===== src/rtl/addr_walker.sv =====
// Block-transfer address sequencer: issues one memory address per beat over a
// valid/ready port, stepping the address through an external addr_alu.

package addr_alu_types;
    typedef enum logic [1:0] {
        CMD_INC = 2'd0,
        CMD_DEC = 2'd1,
        CMD_ADD = 2'd2,
        CMD_SUB = 2'd3
    } cmd_t;
endpackage

module addr_walker #(
    parameter int ADDR_W = 16,
    parameter int LEN_W  = 8
) (
    input  logic                  clk,
    input  logic                  reset_n,
    input  logic                  start,
    input  logic                  abort,
    input  logic [ADDR_W-1:0]     base,
    input  logic [LEN_W-1:0]      len,
    output logic                  busy,
    output logic                  done,
    output logic                  wrap_err,
    output logic                  mem_valid,
    input  logic                  mem_ready,
    output logic [ADDR_W-1:0]     mem_addr,
    output addr_alu_types::cmd_t  alu_cmd,
    output logic [ADDR_W-1:0]     alu_x,
    output logic [ADDR_W-1:0]     alu_y,
    input  logic [ADDR_W-1:0]     alu_z,
    input  logic                  alu_zflag
);

    typedef enum logic [1:0] {
        ST_IDLE  = 2'd0,
        ST_ISSUE = 2'd1,
        ST_STEP  = 2'd2,
        ST_DONE  = 2'd3
    } state_t;

    localparam logic [LEN_W-1:0] LEN_ONE  = LEN_W'(1);
    localparam logic [LEN_W-1:0] LEN_ZERO = {LEN_W{1'b0}};

    state_t             state_r, state_s;
    logic [ADDR_W-1:0]  addr_r, addr_s;
    logic [LEN_W-1:0]   remain_r, remain_s;
    logic               wrap_err_r, wrap_err_s;

    // State and datapath registers with synchronous active-low reset
    always_ff @(posedge clk) begin
        if (!reset_n) begin
            state_r    <= ST_IDLE;
            addr_r     <= {ADDR_W{1'b0}};
            remain_r   <= LEN_ZERO;
            wrap_err_r <= 1'b0;
        end else begin
            state_r    <= state_s;
            addr_r     <= addr_s;
            remain_r   <= remain_s;
            wrap_err_r <= wrap_err_s;
        end
    end

    // Next-state and datapath update; abort wins over a same-cycle handshake
    always_comb begin
        state_s    = state_r;
        addr_s     = addr_r;
        remain_s   = remain_r;
        wrap_err_s = wrap_err_r;
        case (state_r)
            ST_IDLE: begin
                if (start) begin
                    addr_s     = base;
                    remain_s   = len;
                    wrap_err_s = 1'b0;
                    if (len == LEN_ZERO) begin
                        state_s = ST_DONE;
                    end else begin
                        state_s = ST_ISSUE;
                    end
                end else begin
                    state_s = ST_IDLE;
                end
            end
            ST_ISSUE: begin
                if (abort) begin
                    state_s = ST_IDLE;
                end else if (mem_ready) begin
                    remain_s = remain_r - LEN_ONE;
                    if (remain_r == LEN_ONE) begin
                        state_s = ST_DONE;
                    end else begin
                        state_s = ST_STEP;
                    end
                end else begin
                    state_s = ST_ISSUE;
                end
            end
            ST_STEP: begin
                if (abort) begin
                    state_s = ST_IDLE;
                end else begin
                    // A zero result means the increment rolled past all-ones
                    addr_s = alu_z;
                    if (alu_zflag) begin
                        wrap_err_s = 1'b1;
                        state_s    = ST_DONE;
                    end else begin
                        state_s = ST_ISSUE;
                    end
                end
            end
            ST_DONE: begin
                state_s = ST_IDLE;
            end
            default: begin
                state_s = ST_IDLE;
            end
        endcase
    end

    assign busy      = (state_r != ST_IDLE);
    assign done      = (state_r == ST_DONE);
    assign mem_valid = (state_r == ST_ISSUE);
    assign mem_addr  = addr_r;
    assign wrap_err  = wrap_err_r;
    assign alu_cmd   = addr_alu_types::CMD_INC;
    assign alu_x     = addr_r;
    assign alu_y     = {ADDR_W{1'b0}};

endmodule


===== config.mk =====
export PLATFORM = sky130hd
export DESIGN_NAME = addr_walker
export DESIGN_NICKNAME = d
export VERILOG_FILES = /design/src/rtl/addr_walker.sv
export SDC_FILE = /design/constraint.sdc
export NUM_CORES = 1
export LEC_CHECK = 0
export CAP_MARGIN = 20
export CORE_ASPECT_RATIO = 0.5
export CORE_MARGIN = 2
export CORE_UTILIZATION = 40
export CTS_CLUSTER_SIZE = 10
export DETAILED_ROUTE_END_ITERATION = 7
export HOLD_SLACK_MARGIN = 0.15
export PLACE_DENSITY_LB_ADDON = 0.3
export SLEW_MARGIN = 20
export SYNTH_ARGS = -nofsm -noshare
export SYNTH_HDL_FRONTEND = slang
export SYNTH_SLANG_ARGS = --single-unit

===== constraint.sdc =====
create_clock -name clk -period 2.6 [get_ports clk]
set_input_delay 0.26 -clock clk [delete_from_list [all_inputs] [get_ports clk]]
set_output_delay 0.26 -clock clk [all_outputs]
set_load 0.03 [all_outputs]

==> flow_summary.yaml <==
cts:
  ctsResizeCount: 0
  cts_max_level: 1
  cts_setup_buffers: 0
  clock_path_buffers: 2
  clock_tree.root_cell: "clkbuf_8"
  postCtsHoldBufs: 0
  tritoncts: "yes"
  cts_sinks: 27
  numCtsBuffers: 3
  insertion_delay_ns: 0.27
  path_clk_slew_ns: 0.09
timing:
  setup-tns-final_ns: 0
  slew_headroom_pct: 51.7
  final-setup-viol-count: 0
  fin_crit_sh_pct: 81.5
  worst_pin_slew_ns: 0.722
  final.setup_skew_ns: 0.00295
  rsz0062_at_grt: "no"
  hold_viol: 0
  finalCriticalPeriod_ns: 2.12
  slew_viol_final: 0
  fmax_ghz: 0.472
run:
  drv_cap: 0
placement:
  place_congestion: 0.909
  port_buffers: 81
  dp_hpwl_mm: 3.03
grt:
  grt_max_degree: 34
  grt_pass1_wl_mm: 6.77
  antenna_found_initial: 0
  track_usage_pct: 17.6
  grt_overflow: 0
  grt_pass1_vias: 1538
hold_path:
  hp-start: "wrap_err$_SDFFE_PN0P_"
  hold_class: "reg2reg"
route:
  drc_errors: 0
  wl_per_cell_um: 12.7
  detail-route-antenna-nets: 0
  vias_per_cell: 4.97
  dr.pass1.iters: 4
  initialDrtViolationCount: 47
  vias: 1556
  drt-total-wl_mm: 3.98
setup_path:
  cp.arrival_ns: 1.86
  path_class: "reg2out"
  cp-startpoint: "state_r[0]$_SDFF_PN0_"
  worst_r2r_path_depth: 6
  cp_max_fo: 9
  reg2reg_to: "remain_r[6]$_SDFFE_PN0P_"
  rrSetupSlack_ns: 0.72
  cp-endpoint: "mem_valid"
  cp-start-kind: "flip-flop"
  end_kind: "output port"
  required_ns: 2.34
  r2r_start: "remain_r[0]$_SDFFE_PN0P_"
floorplanning:
  num_io_pins: 100
  die_w_um: 96.4
  core_um2: 4000
  dieArea_um2: 4840
  start_util_pct: 42.7
  fp.dieH_um: 50.2
  rows: 16
yosys:
  async_flop_share_pct: 0
  ys_types: 41
  syn_area_per_cell_um2: 8.68
  synth-seq-area-share_pct: 31.6
  yosysWarnings: 0
  synthCells: 197
  synth_edf_count: 0
  ys.flop_type: "dfxtp_1"
  netlist_area_um2: 1710
  yosys_register_bits: 27
outcome:
  outcome: "completed"
finish:
  antenna_cells: 0
  areaGrowthSynthToFinish_pct: 42.6
  drive_above_1_share_pct: 6.18
  fin_nets: 308
  fill_cells: 352
power_and_ir_drop:
  power_density_nw_per_um2: 484
  power.total_mw: 1.18
  leakage_nw: 1.07
  max-vdd-ir-drop_uv: 255
==> Yosys cell counts (4+ instances only) <==
master | number | area [µm²]
a21oi_1 | 8 | 40.0
and2_1 | 4 | 25.0
buf_4 | 34 | 255
clkbuf_1 | 7 | 26.3
dfxtp_1 | 27 | 541
inv_1 | 4 | 15.0
mux2i_1 | 16 | 160
nand2_1 | 22 | 82.6
nor2_1 | 7 | 26.3
o211a_1 | 17 | 170
o21ai_0 | 4 | 20.0
==> worst max-delay path, cell delays in order, from the launching register on <==
cell,delay (ns)
dfxtp_1,0.46
nand2b_1,0.22
inv_2,0.20
clkdlybuf4s50_1,0.70
==> worst min path at each step <==
stage	end	slack [ns]	cells past startpoint
3_5_place_dp	wrap_err$_SDFFE_PN0P_	0.49	2
4_1_cts	wrap_err$_SDFFE_PN0P_	0.52	2
6_report	wrap_err$_SDFFE_PN0P_	0.50	2
3_3_place_gp	wrap_err$_SDFFE_PN0P_	0.48	2
5_1_grt	wrap_err$_SDFFE_PN0P_	0.53	2
2_1_floorplan	remain_r[5]$_SDFFE_PN0P_	0.44	2
==> registers in the layout, summed over array words and instances (netlist names) <==
register	cells
state_r	2
wrap_err	1
remain_r	8
alu_x	16
==> per-stage QoR <==
stage	instance area [µm²]	cells	hold WS, ns	setup WS (ns)	utilization (%)
global route	2440	313	0.526	0.366	60.9
CTS	2440	313	0.516	0.489	60.9
floorplan	1770	214	0.438	0.863	-
detailed placement	2390	309	0.492	0.739	59.7
global placement	2390	309	0.476	0.798	59.7
finish	2440	313	0.501	0.482	60.9
==> cell families after synthesis <==
family	Yosys count	share of synthesized area [%]
AOI/OAI and AO/OA	50	23.4
and+or+nand+nor	52	15.4
DFF	27	31.6
muxes	16	9.37
adders and majority gates	2	1.46
other	1	0.219
buffers and inverters	49	18.4
==> placed cells by master, fill, tap and decap left out, types with 2 or more instances in the layout <==
master | synthesis | layout
buf_4 | 34 | 4
a21boi_1 | 2 | 2
nor4_1 | 3 | 3
dfxtp_1 | 27 | 27
o21ai_1 | 3 | 3
nor3b_1 | 2 | 2
nor2_1 | 7 | 7
clkbuf_8 | 0 | 3
a31oi_1 | 2 | 2
o21a_1 | 2 | 2
ha_1 | 2 | 2
a21oi_1 | 8 | 7
and2_1 | 4 | 4
o211ai_1 | 3 | 3
nor3_1 | 3 | 3
nand2b_1 | 3 | 3
mux2i_1 | 16 | 16
o21ai_0 | 4 | 4
clkdlybuf4s50_1 | 0 | 81
inv_1 | 4 | 4
nand2_1 | 22 | 22
conb_1 | 1 | 18
o211a_1 | 17 | 17
==> layer usage <==
| metal | track usage, % | part of all wire, % | vias up |
|---|---|---|---|
| met2 | 31.9 | 51 | 61 |
| li1 | - | - | 772 |
| met5 | 0 | 0 | - |
| met1 | 21.3 | 42 | 721 |
| met4 | 4.23 | 0.35 | 0 |
| met3 | 3.90 | 6.5 | 2 |
==> cell type report <==
type,count,area (µm²),share of cell area [%]
well taps,54,67.6,2.77
clock inverters,1,5.00,0.205
multi-input cells,138,923,37.9
flip-flops and latches,27,541,22.2
clock buffers,3,41.3,1.69
inverters,5,18.8,0.770
repair buffers,85,841,34.5
==> where the power goes <==
part | total, mW | leakage [nW] | switching, mW | internal [mW]
logic | 0.455 | 0.818 | 0.245 | 0.210
registers | 0.486 | 0.223 | 0.0356 | 0.450
clock network | 0.240 | 0.0255 | 0.133 | 0.107
No activity file was read; power rests on OpenSTA's default activity.
